`config.mk`:
```
export PLATFORM = sky130hd
export DESIGN_NAME = spi_master_ctrl
export DESIGN_NICKNAME = d
export VERILOG_FILES = /design/src/rtl/spi_master_ctrl_pkg.sv /design/src/rtl/spi_master_ctrl_clk_gen.sv /design/src/rtl/spi_master_ctrl.sv
export SDC_FILE = /design/constraint.sdc
export NUM_CORES = 1
export LEC_CHECK = 0
export ABC_AREA = 1
export CAP_MARGIN = 20
export CORE_MARGIN = 2
export CORE_UTILIZATION = 52
export DETAILED_ROUTE_END_ITERATION = 8
export GPL_TIMING_DRIVEN = 0
export PLACE_DENSITY = 0.77
export RECOVER_POWER = 50
export SYNTH_ARGS = -nofsm -noshare
export SYNTH_HDL_FRONTEND = slang
export SYNTH_SLANG_ARGS = --single-unit
export TNS_END_PERCENT = 100
```
`constraint.sdc`:
```
create_clock -name clk -period 2.39 [get_ports clk]
set_input_delay 0.717 -clock clk [delete_from_list [all_inputs] [get_ports clk]]
set_output_delay 0.717 -clock clk [all_outputs]
set_load 0.005 [all_outputs]
```
`src/rtl/spi_master_ctrl_pkg.sv`:
```
// Shared definitions for the SPI master controller: FSM states, shift-register
// modes and the shift-register next-value helper.
package spi_master_ctrl_pkg;

    // Controller FSM states
    typedef enum logic [1:0] {
        IDLE  = 2'd0,
        LOAD  = 2'd1,
        SHIFT = 2'd2,
        DONE  = 2'd3
    } state_t;

    // Shift-register operating modes
    typedef enum logic [1:0] {
        PLOAD = 2'd0,
        HOLD  = 2'd1,
        LEFT  = 2'd2,
        RIGHT = 2'd3
    } shift_mode_t;

    // Width of the SCK half-period counter; covers CLK_DIV up to 255
    localparam int unsigned CNT_W = 8;

    // Next shift-register value for a given mode; only the low 'width' bits matter
    function automatic logic [31:0] shift_next(
        input shift_mode_t mode,
        input logic [31:0] cur,
        input logic [31:0] load,
        input logic        in_bit,
        input int unsigned width
    );
        logic [31:0] res;
        unique case (mode)
            PLOAD:   res = load;
            LEFT:    res = {cur[30:0], in_bit};
            RIGHT:   res = (cur >> 1) | (32'(in_bit) << (width - 1));
            default: res = cur;
        endcase
        return res;
    endfunction

endpackage

```
`src/rtl/spi_master_ctrl_clk_gen.sv`:
```
// SCK timing generator: counts CLK_DIV system cycles per SCK half-period and
// emits alternating one-cycle rise/fall ticks while enabled. The counter and
// phase are held cleared while disabled so every transfer starts identically.
module spi_clk_gen
    import spi_master_ctrl_pkg::*;
#(
    parameter int unsigned CLK_DIV = 4
) (
    input  logic i_clk,
    input  logic i_reset_n,
    input  logic i_en,
    output logic o_rise_tick,
    output logic o_fall_tick
);

    logic [CNT_W-1:0] r_cnt;
    logic             r_phase;   // 0: next tick is a rising edge
    logic             w_tick;

    assign w_tick      = i_en && (r_cnt == CNT_W'(CLK_DIV - 1));
    assign o_rise_tick = w_tick && !r_phase;
    assign o_fall_tick = w_tick && r_phase;

    // Half-period counter and edge phase
    always_ff @(posedge i_clk) begin
        if (!i_reset_n || !i_en) begin
            r_cnt   <= '0;
            r_phase <= 1'b0;
        end else if (w_tick) begin
            r_cnt   <= '0;
            r_phase <= ~r_phase;
        end else begin
            r_cnt <= r_cnt + CNT_W'(1);
        end
    end

endmodule

```
`src/rtl/spi_master_ctrl.sv`:
```
// SPI mode-0 master controller: valid/ready word in, MSB-first shift out on
// mosi, miso sampled on sclk rising edges, received word pulsed on rx_valid.
// Optional build macro SPI_CTRL_LOOPBACK_EN adds a 'loopback' input that feeds
// the internal mosi back into the receive path instead of miso.
module spi_master_ctrl
    import spi_master_ctrl_pkg::*;
#(
    parameter int unsigned WIDTH   = 8,
    parameter int unsigned CLK_DIV = 4
) (
    input  logic             clk,
    input  logic             reset_n,
    input  logic             tx_valid,
    input  logic [WIDTH-1:0] tx_data,
    output logic             tx_ready,
    output logic             rx_valid,
    output logic [WIDTH-1:0] rx_data,
    output logic             busy,
    output logic             sclk,
    output logic             mosi,
    input  logic             miso,
`ifdef SPI_CTRL_LOOPBACK_EN
    input  logic             loopback,
`endif
    output logic             cs_n
);

    localparam int unsigned BIT_W = $clog2(WIDTH);

    state_t             r_state;
    logic [WIDTH-1:0]   r_shreg;
    logic [BIT_W-1:0]   r_bit_cnt;
    logic               r_sample;    // miso bit captured on the rising edge
    logic               r_sclk;
    logic               r_mosi;
    logic               r_cs_n;
    logic               r_rx_valid;
    logic [WIDTH-1:0]   r_rx_data;

    shift_mode_t        w_mode;
    logic [WIDTH-1:0]   w_shift_next;
    logic               w_rise_tick;
    logic               w_fall_tick;
    logic               w_sample_in;
    logic               w_last_bit;

    spi_clk_gen #(
        .CLK_DIV (CLK_DIV)
    ) u_clk_gen (
        .i_clk       (clk),
        .i_reset_n   (reset_n),
        .i_en        (r_state == SHIFT),
        .o_rise_tick (w_rise_tick),
        .o_fall_tick (w_fall_tick)
    );

`ifdef SPI_CTRL_LOOPBACK_EN
    assign w_sample_in = loopback ? r_mosi : miso;
`else
    assign w_sample_in = miso;
`endif

    assign w_last_bit = (r_bit_cnt == BIT_W'(WIDTH - 1));

    // Shift-register mode: load on handshake, shift left on each sclk fall
    always_comb begin
        w_mode = HOLD;
        case (r_state)
            IDLE:    if (tx_valid) w_mode = PLOAD;
            SHIFT:   if (w_fall_tick) w_mode = LEFT;
            default: w_mode = HOLD;
        endcase
    end

    assign w_shift_next = WIDTH'(shift_next(w_mode, 32'(r_shreg), 32'(tx_data), r_sample, WIDTH));

    // Shift register update
    always_ff @(posedge clk) begin
        if (!reset_n) begin
            r_shreg <= '0;
        end else begin
            r_shreg <= w_shift_next;
        end
    end

    // Controller FSM with registered SPI pins and receive outputs
    always_ff @(posedge clk) begin
        if (!reset_n) begin
            r_state    <= IDLE;
            r_bit_cnt  <= '0;
            r_sample   <= 1'b0;
            r_sclk     <= 1'b0;
            r_mosi     <= 1'b0;
            r_cs_n     <= 1'b1;
            r_rx_valid <= 1'b0;
            r_rx_data  <= '0;
        end else begin
            r_rx_valid <= 1'b0;
            case (r_state)
                IDLE: begin
                    if (tx_valid) begin
                        r_state <= LOAD;
                        r_cs_n  <= 1'b0;
                        r_mosi  <= tx_data[WIDTH-1];
                    end
                end
                LOAD: begin
                    r_state <= SHIFT;
                end
                SHIFT: begin
                    if (w_rise_tick) begin
                        r_sclk   <= 1'b1;
                        r_sample <= w_sample_in;
                    end
                    if (w_fall_tick) begin
                        r_sclk <= 1'b0;
                        if (w_last_bit) begin
                            // Final falling edge: the shifted value is the full received word
                            r_bit_cnt  <= '0;
                            r_mosi     <= 1'b0;
                            r_cs_n     <= 1'b1;
                            r_rx_data  <= w_shift_next;
                            r_rx_valid <= 1'b1;
                            r_state    <= DONE;
                        end else begin
                            r_bit_cnt <= r_bit_cnt + BIT_W'(1);
                            r_mosi    <= w_shift_next[WIDTH-1];
                        end
                    end
                end
                DONE: begin
                    r_state <= IDLE;
                end
                default: begin
                    r_state <= IDLE;
                end
            endcase
        end
    end

    assign tx_ready = (r_state == IDLE);
    assign busy     = (r_state != IDLE);
    assign sclk     = r_sclk;
    assign mosi     = r_mosi;
    assign cs_n     = r_cs_n;
    assign rx_valid = r_rx_valid;
    assign rx_data  = r_rx_data;

endmodule

```
Yosys cells after proc, flatten, opt, wreduce, memory -nomap -nowiden
Cells that the tools add are included.
- $add $sub $neg: 2
- equal/unequal tests: 10
- multiplexer cells: 20
- bitwise operators: 2
- reduce and logical (&&, ||, !) cells: 21
- operators with widths (kind ; count):
    one-hot mux 8 bit (3 select lines) ; 1
    AND reduction 3 bit ; 4
    2-to-1 mux 1 bit ; 10
    adder 8 x 1 -> 8 bit, second input constant ; 1
    == test 2 bit, second input constant ; 4
    == test 8 x 2 -> 1 bit, second input constant ; 1
    2-to-1 mux 2 bit ; 4
    OR 7 x 8 -> 8 bit ; 1
    one-hot mux 2 bit (4 select lines) ; 1
    != test 2 bit, second input constant ; 3
    AND reduction 2 bit ; 3
    nonzero test 2 bit ; 3
    logical NOT 2 bit ; 2
    one-hot mux 1 bit (2 select lines) ; 2
    one-hot mux 2 bit (2 select lines) ; 1
    AND reduction 4 bit ; 1
    adder 3 x 1 -> 3 bit, second input constant ; 1
    == test 3 bit, second input constant ; 1
    logical AND 1 bit ; 3
    logical NOT 1 bit ; 3
    2-to-1 mux 3 bit ; 1
    == test 2 x 1 -> 1 bit, second input constant ; 1
    OR reduction 2 bit ; 1
    logical OR 1 bit ; 1
    inverter 1 bit ; 1
- bits in registers: 35
- input bits: 12
- output and inout bits: 14
- logic and storage cells: 66

Longest topological paths before layout
Gate-level depths: netlist (run 1).
- depth after elaboration: 10
- gate-level depth with buffers: 12
- depth with buffers taken out: 11

Hierarchy
A second synthesis (run 1) with hierarchy kept.
- cell total of the unflattened synthesis: 240
- area, all modules: 1744.2 µm²
- by module, submodules not included (module ; instances ; cells an instance ; area each (µm²) ; seq. area each (µm²)):
    spi_master_ctrl ; 1 ; 178 ; 1283.7 ; 520.5
    spi_clk_gen ; 1 ; 62 ; 460.4 ; 180.2

Worst setup path after synthesis (run 1)
No wires, ideal clock.
- kind: in2reg
- start point: input port tx_valid
- end point: register r_rx_data[1] (netlist: rx_data[1])
- setup time: 0.131 ns
- arrival: 1.663 ns
- data required time: 2.259 ns
- path slack: 0.596 ns
- cell stages on the path: 8
- buffers on the path: 1
- path through: inv_1 -> nand2_1 -> o21ai_1 -> o21ai_0 -> buf_2 -> or2_2 -> nand2_1 -> a21oi_1
- longest elaborated chain between the ends: 4
- elaborated cells between the ends (all ways): 6
- classes of those cells: eq/ne (2); mux (3); reduce/logical (1)
- RTL lines (element ; RTL line ; source):
    from (decl) ; spi_master_ctrl.sv:13 ; input logic tx_valid,
    2-to-1 mux 1 bit * ; spi_master_ctrl.sv:69 ; IDLE: if (tx_valid) w_mode = PLOAD;
    one-hot mux 2 bit (2 select lines) * ; spi_master_ctrl.sv:68 ; case (r_state)
    == test 2 bit or logical NOT 2 bit (tied branches) ; spi_master_ctrl_pkg.sv:33 ; unique case (mode)
    one-hot mux 8 bit (3 select lines) * ; spi_master_ctrl_pkg.sv:33 ;
    to (signal assigned) ; spi_master_ctrl.sv:122 ; r_rx_data <= w_shift_next;
    to (decl) ; spi_master_ctrl.sv:38 ; logic [WIDTH-1:0] r_rx_data;
Every way passes the cells marked *; elsewhere a longest branch is shown, timed or not.
A chain may end at the register's enable or synchronous reset.

Worst setup path after layout (run 1)
- start point: register r_state[1]
- end point: output port busy
- longest elaborated chain between the ends: 1
- RTL lines (element ; RTL line ; source):
    from (decl) ; spi_master_ctrl.sv:30 ; state_t r_state;
    from (signal assigned) ; spi_master_ctrl.sv:89 ; r_state <= IDLE;
    from (signal assigned) ; spi_master_ctrl.sv:102 ; r_state <= LOAD;
    from (signal assigned) ; spi_master_ctrl.sv:108 ; r_state <= SHIFT;
    nonzero test 2 bit ; spi_master_ctrl.sv:142 ; assign busy = (r_state != IDLE);
    to (decl) ; spi_master_ctrl.sv:18 ; output logic busy,
Every way passes these cells.

==> summary.md, run 1 <==
| Metric | Value |
|---|---|
| Run status | `finished clean` |
| WP data arrival | `about 1.5 ns` |
| Initial antenna violation count | `0` |
| Clk_lat worst skew | `approximately 0.34 ns` |
| Fin. Hold Viols | `0` |
| Hold Startpoint | `u_clk_gen.r_cnt[0]$_SDFF_PP0_` |
| Pre-CTS setup slack | `-0.152 ns` |
| RSZ-0062 raised after global routing | `no` |
| Gr busiest metal | `met2` |
| WHS Path Cells | `1` |
| Post-synthesis sequential area ratio | `0.440` |
| Worst setup margin | `~0.14 ns` |
| Maximum fanout along the worst path | `4` |
| Total iterations of the first detailed-routing run | `4` |
| Hold-fix buffers, CTS | `0` |
| Hold WC Path Type | `reg2reg` |
| Cells on worst reg2reg path | `11` |
| Commonest non-fill, non-tap cell in the layout | `nand2_1` |
| Ports | `26` |
| Via count | `1460` |
| Core area | `about 3000 µm²` |
| Synth async-reset ratio | `0` |
| GPL Wtd Cong | `between 0.9 and 1` |
| Crit-path cells | `inv_1 -> ha_1 -> inv_1 -> clkdlybuf4s50_1` |
| Layout cell share with drive strength beyond 1 | `0.0757` |
| Final instance area | `~2000 µm²` |
| Vias in the first global route | `around 1.4k` |
| GRT met1 Usage | `0.302` |
| Tot Pwr | `around 1900 µW` |
| Largest net degree at the start of global routing | `12` |
| Max-cap viol count | `0` |
| Yosys reg bits | `35` |
| Final setup viols | `0` |
| HPWL Detailed | `~2600 µm` |
| CTS tree | `built` |
| Syn-to-layout area delta | `23.8%` |
| Worst hold slack | `approximately 0.47 ns` |
| Slew margin rel. | `0.654` |
| Clk buf depth | `2` |
| Most used DFF post-synth | `dfxtp_1` |
| H-tree depth | `2` |
| First-pass GRT wire length | `approximately 5900 µm` |
| IR Drop Worst-Case VDD | `between 0.5 and 0.6 mV` |
| Ys Warns | `0` |
| Post-CTS setup buffer count | `0` |
| Detail Route Antenna Nets | `0` |
| Grt ovf | `0` |
| CTS root buf | `clkbuf_4` |
| Tightest Pin Transition | `slightly above 0.5 ns` |
| Fmax | `0.445 GHz` |
| Worst setup EP type | `output pin` |
| FF-to-FF setup slack | `about 0.27 ns` |
| Cells after synthesis | `219` |
| Row cnt | `20` |
| CTS sink cnt | `35` |
| Worst reg2reg endpoint | `r_bit_cnt[0]$_SDFFE_PN0N_` |
| CP required | `between 1.5 and 2 ns` |
| Lkg Pwr | `slightly below 0.0009 µW` |
| Final WL | `approximately 3500 µm` |
| Distinct cells, synth | `25` |
| Reg2reg start | `r_state[0]$_SDFFE_PN0P_` |
| Crit-path max cell delay | `0.49 ns` |
| Worst clock skew | `about 0.010 ns` |
| Diode count | `0` |
| Global Route Usage Sum | `0.227` |
| Iter 0 DRT Violations | `60` |
| Mean routed wirelength per cell | `between 10 and 15 µm` |
| Die H | `~59 µm` |
| Die Wd | `between 50 and 60 µm` |
| Syn_area_per_cell | `a little over 7 µm²` |
| Setup crit start kind | `flip-flop` |
| PostCTS Resize Cnt | `0` |
| Drc violations | `0` |
| Die Footprint | `about 3500 µm²` |
| Fin. max-slew vios | `0` |
| Slowest-stage cell, CP | `clkdlybuf4s50_1` |
| NumNets Final | `between 200 and 300` |
| Via/cell ratio | `around 5.1` |
| Initial Util | `0.535` |
| Crit path kind | `reg2out` |
| Crit-path most repeated cell | `inv_1` |
| Clock transition at path regs | `between 0.1 and 0.15 ns` |
| Hold EP | `u_clk_gen.r_cnt[0]$_SDFF_PP0_` |
| Power per cell area | `between 900 and 1000 nW/µm²` |
| Clock buffer count from CTS | `5` |
| Routing usage on met2 | `0.336` |
| Period minus WS final | `~2.2 ns` |
| Final Cycle Share | `0.940` |
| Met3 Use GR | `0.0568` |
| Post-Syn Nets | `237` |
| Mapped cell area | `about 1600 µm²` |
| Placement Cell Area | `about 1900 µm²` |
| Most frequent cells in the layout | `nand2_1 (42), dfxtp_1 (35), nor2_1 (31), inv_1 (21), o21ai_0 (19)` |
| Layout fillers | `~280` |
| Post-synth EDFFs | `0` |
| Port Buffer Count | `24` |
==> how the worst max path moves through the flow <==
stage	startpoint	end	slack (ns)	depth (start not counted)
after floorplan	tx_valid	rx_data[1]$_SDFFE_PN0P_	0.60	8
after CTS	r_state[0]$_SDFFE_PN0P_	busy	0.13	4
after global routing	r_state[0]$_SDFFE_PN0P_	busy	0.06	4
final	r_state[1]$_SDFFE_PN0P_	busy	0.14	4
after global placement	tx_valid	rx_data[7]$_SDFFE_PN0P_	-0.18	9
after detailed placement	tx_valid	rx_data[7]$_SDFFE_PN0P_	-0.15	9
==> registers in the layout, indices dropped and copies added (netlist names) <==
name and count:
sclk 1, r_shreg 8, mosi 1, rx_valid 1, rx_data 8, u_clk_gen.r_cnt 8, r_state 2, r_bit_cnt 3
r_sample 1, cs_n 1, u_clk_gen.r_phase 1
==> critical path, delay by kind of cell (launching register included) <==
kind	cells	cell delay [ns]
buf+inv	3	0.62
flops	1	0.34
fa+ha+maj	1	0.23
==> report_power, final <==
group / total, µW / switching, µW / leakage, µW / internal (µW)
clock: 532 / 206 / 0.0000525 / 326
sequential: 704 / 42.5 / 0.000285 / 661
combinational: 637 / 364 / 0.000531 / 272
==> metal layers <==
layer	vias up	routed length [µm]	part of all wire
li1	783	-	-
met1	647	1770	0.50
met5	-	0	0
met4	0	60	0.017
met2	23	1570	0.45
met3	7	118	0.034
==> per-stage QoR <==
stage	setup TNS (ns)	cells	utilization
floorplan	0	219	-
global placement	-1.68	276	0.629
detailed placement	-1.29	276	0.629
CTS	0	284	0.663
global route	0	284	0.662
finish	0	284	0.662
==> area by class of cell <==
class / count / area, µm² / share of cell area
buffer: 5 / 23.8 / 0.0121
clock buffer: 6 / 41.3 / 0.0209
clock inverter: 2 / 60.1 / 0.0305
inverter: 22 / 82.6 / 0.0419
multi-input combinational: 157 / 782 / 0.397
sequential: 35 / 701 / 0.355
tap: 33 / 41.3 / 0.0209
timing repair buffer: 24 / 240 / 0.122
==> synthesized netlist by cell type (6+ instances only) <==
master / n / area [µm²]
o21ai_0: 19 / 95.1
nand3_1: 9 / 45.0
nand4_1: 9 / 56.3
ha_1: 6 / 75.1
nand2_1: 42 / 158
dfxtp_1: 35 / 701
nor2_1: 31 / 116
or2_2: 8 / 50.1
inv_1: 21 / 78.8
a21oi_1: 16 / 80.1
nor3_1: 7 / 35.0
==> kinds of logic (layout without fill, tap and decap cells) <==
| group | Yosys count | after routing | share of synthesized area |
|---|---|---|---|
| simple gates | 111 | 111 | 0.310 |
| buf+inv | 27 | 59 | 0.0691 |
| xor+xnor | 1 | 1 | 0.00550 |
| flops | 35 | 35 | 0.440 |
| fa+ha+maj | 6 | 6 | 0.0471 |
| compound gates | 39 | 39 | 0.128 |
No activity file was read; power rests on OpenSTA's default activity.
==> inputs of run 2 (changes only) <==
--- a/config.mk
+++ b/config.mk
@@ -10,6 +10,7 @@
 export CORE_MARGIN = 2
 export CORE_UTILIZATION = 52
 export DETAILED_ROUTE_END_ITERATION = 8
+export GPL_ROUTABILITY_DRIVEN = 1
 export GPL_TIMING_DRIVEN = 0
 export PLACE_DENSITY = 0.77
 export RECOVER_POWER = 50
==> results of run 2 <==
No change in the layout: final DEF, timing and power equal those of run 1.
==> inputs of run 3 (changes only) <==
==> constraint.sdc (replaced) <==
create_clock -name clk -period 2.1 [get_ports clk]
set_input_delay 0.63 -clock clk [delete_from_list [all_inputs] [get_ports clk]]
set_output_delay 0.63 -clock clk [all_outputs]
set_load 0.005 [all_outputs]
==> summary.md, run 3 (synthesis results as in run 1) <==
| Metric | Value |
|---|---|
| Iter 0 DRT Violations | `60 (unchanged)` |
| Maximum fanout along the worst path | `4 (unchanged)` |
| Syn-to-layout area delta | `25.7%` |
| Diode count | `0 (unchanged)` |
| HPWL Detailed | `2570 µm (unchanged)` |
| RSZ-0062 raised after global routing | `no` |
| WP data arrival | `1.40 ns (-0.13 ns)` |
| Power per cell area | `1080 nW/µm² (+14%)` |
| Period minus WS final | `2.03 ns` |
| Slew margin rel. | `0.712 (+0.0584)` |
| Fin. Hold Viols | `0 (unchanged)` |
| Most frequent cells in the layout | `nand2_1 (42), dfxtp_1 (34), nor2_1 (30), inv_1 (19), o21ai_0 (18)` |
| Pre-CTS setup slack | `-0.355 ns (-0.203 ns)` |
| Final Cycle Share | `0.967` |
| CTS tree | `built` |
| Worst path bufs/invs | `2 (-1)` |
| Global Route Usage Sum | `0.228 (+0.000454)` |
| Total iterations of the first detailed-routing run | `4 (unchanged)` |
| Clock buffer count from CTS | `5 (unchanged)` |
| GPL Wtd Cong | `0.906 (unchanged)` |
| Clk_lat worst skew | `0.35 ns (about the same)` |
| Run status | `finished clean` |
| NumNets Final | `269 (+0.37%)` |
| Clock transition at path regs | `0.10 ns (about the same)` |
| Final setup viols | `0 (unchanged)` |
| Initial antenna violation count | `0 (unchanged)` |
| Crit-path max cell delay | `0.49 ns (about the same)` |
| Ports | `26 (unchanged)` |
| Largest net degree at the start of global routing | `12 (unchanged)` |
| Mean routed wirelength per cell | `12.4 µm (-0.15%)` |
| Setup crit start kind | `flip-flop` |
| Port Buffer Count | `24 (unchanged)` |
| Slowest-stage cell, CP | `clkdlybuf4s50_1` |
| Worst clock skew | `0.0114 ns (+0.00110 ns)` |
| Die Wd | `59.3 µm (unchanged)` |
| CP required | `1.47 ns (-0.20 ns)` |
| Clk buf depth | `2 (unchanged)` |
| Via/cell ratio | `5.22 (+1.6%)` |
| Worst setup margin | `0.0694 ns (-0.0733 ns)` |
| Hold WC Path Type | `reg2reg` |
| Multi-input logic area | `800 µm² (+2.2%)` |
| Core area | `2980 µm² (unchanged)` |
| Crit-path cells | `inv_2 -> ha_4 -> clkdlybuf4s50_1` |
| Lkg Pwr | `0.000883 µW (+1.6%)` |
| Crit path kind | `reg2out` |
| Grt ovf | `0 (unchanged)` |
| Detail Route Antenna Nets | `0 (unchanged)` |
| Commonest non-fill, non-tap cell in the layout | `nand2_1` |
| CP top delay family | `buffers and inverters` |
| Fin. max-slew vios | `0 (unchanged)` |
| Worst setup EP type | `output pin` |
| Max-cap viol count | `0 (unchanged)` |
| Final WL | `3530 µm (+0.20%)` |
| Via count | `1489 (+2.0%)` |
| IR Drop Worst-Case VDD | `0.608 mV (+13%)` |
| Die Footprint | `3520 µm² (unchanged)` |
| Tot Pwr | `2160 µW (+15%)` |
| Initial Util | `0.535 (unchanged)` |
| Vias in the first global route | `1358 (+0.22%)` |
| Tightest Pin Transition | `0.430 ns (-0.0874 ns)` |
| Row cnt | `20 (unchanged)` |
| FF+latch area | `702 µm² (+0.18%)` |
| Layout cell share with drive strength beyond 1 | `0.107 (+0.0314)` |
| Layout fillers | `280 (+0.72%)` |
| Die H | `59.3 µm (unchanged)` |
| Drc violations | `0 (unchanged)` |
| Finished Core Util | `0.672 (+0.0101)` |
| CTS root buf | `clkbuf_4` |
| CTS sink cnt | `35 (unchanged)` |
| First-pass GRT wire length | `5950 µm (+0.12%)` |
| Fmax | `a little under 0.5 GHz` |
| Hold-fix buffers, CTS | `0 (unchanged)` |
| H-tree depth | `2 (unchanged)` |
run 3: repair_timing:
action,4_1_cts,5_1_grt
setup endpoints to repair,2,16
buffers inserted,0,1
pin swaps,1,0
resized for setup,6,5
run 3: layout make-up:
type,count,area share
well taps,33,0.0206
repair buffers,25,0.125
plain buffers,5,0.0125
inverters,22,0.0413
clock buffers,6,0.0206
clock inverters,2,0.0300
flip-flops and latches,35,0.351
multi-input cells,157,0.399
run 3: power breakdown:
part,internal (µW),switching (µW),total [µW]
registers,754,49.8,804
clock network,372,234,605
logic,331,421,753
total,1460,705,2160
run 3: worst reg2reg max path: stages (launching register included):
cell and delay (ns):
dfxtp_2 0.34, buf_4 0.12, ha_2 0.22, o21ai_1 0.33
o21ai_1 0.18, buf_2 0.21, or2_2 0.29, nand2_1 0.09
a21oi_1 0.06
run 3: through the flow:
step,instance area (µm²),hold slack (ns),setup TNS [ns],instances
2_1_floorplan,1590,0.418,0,219
3_3_place_gp,1870,0.428,-4.91,276
3_5_place_dp,1870,0.445,-4.51,276
4_1_cts,1990,0.469,0,284
5_1_grt,2000,0.495,0,285
6_report,2000,0.469,0,285
run 3: worst paths after layout:
kind                                       from  depth (start not counted)                       endpoint  slack (ns)
setup reg to reg        r_state[1]$_SDFFE_PN0P_                          8        rx_data[4]$_SDFFE_PN0P_        0.17
hold / removal    u_clk_gen.r_cnt[0]$_SDFF_PP0_                          1  u_clk_gen.r_cnt[0]$_SDFF_PP0_        0.47
setup / recovery        r_state[1]$_SDFFE_PN0P_                          3                       tx_ready        0.07
hold reg to reg   u_clk_gen.r_cnt[0]$_SDFF_PP0_                          1  u_clk_gen.r_cnt[0]$_SDFF_PP0_        0.47
run 3: per-layer routing:
metal,up-vias,share of wire,track usage
li1,782,-,-
met1,669,0.49,0.303
met2,30,0.44,0.336
met3,8,0.048,0.0568
met4,0,0.018,0.123
met5,-,0,0
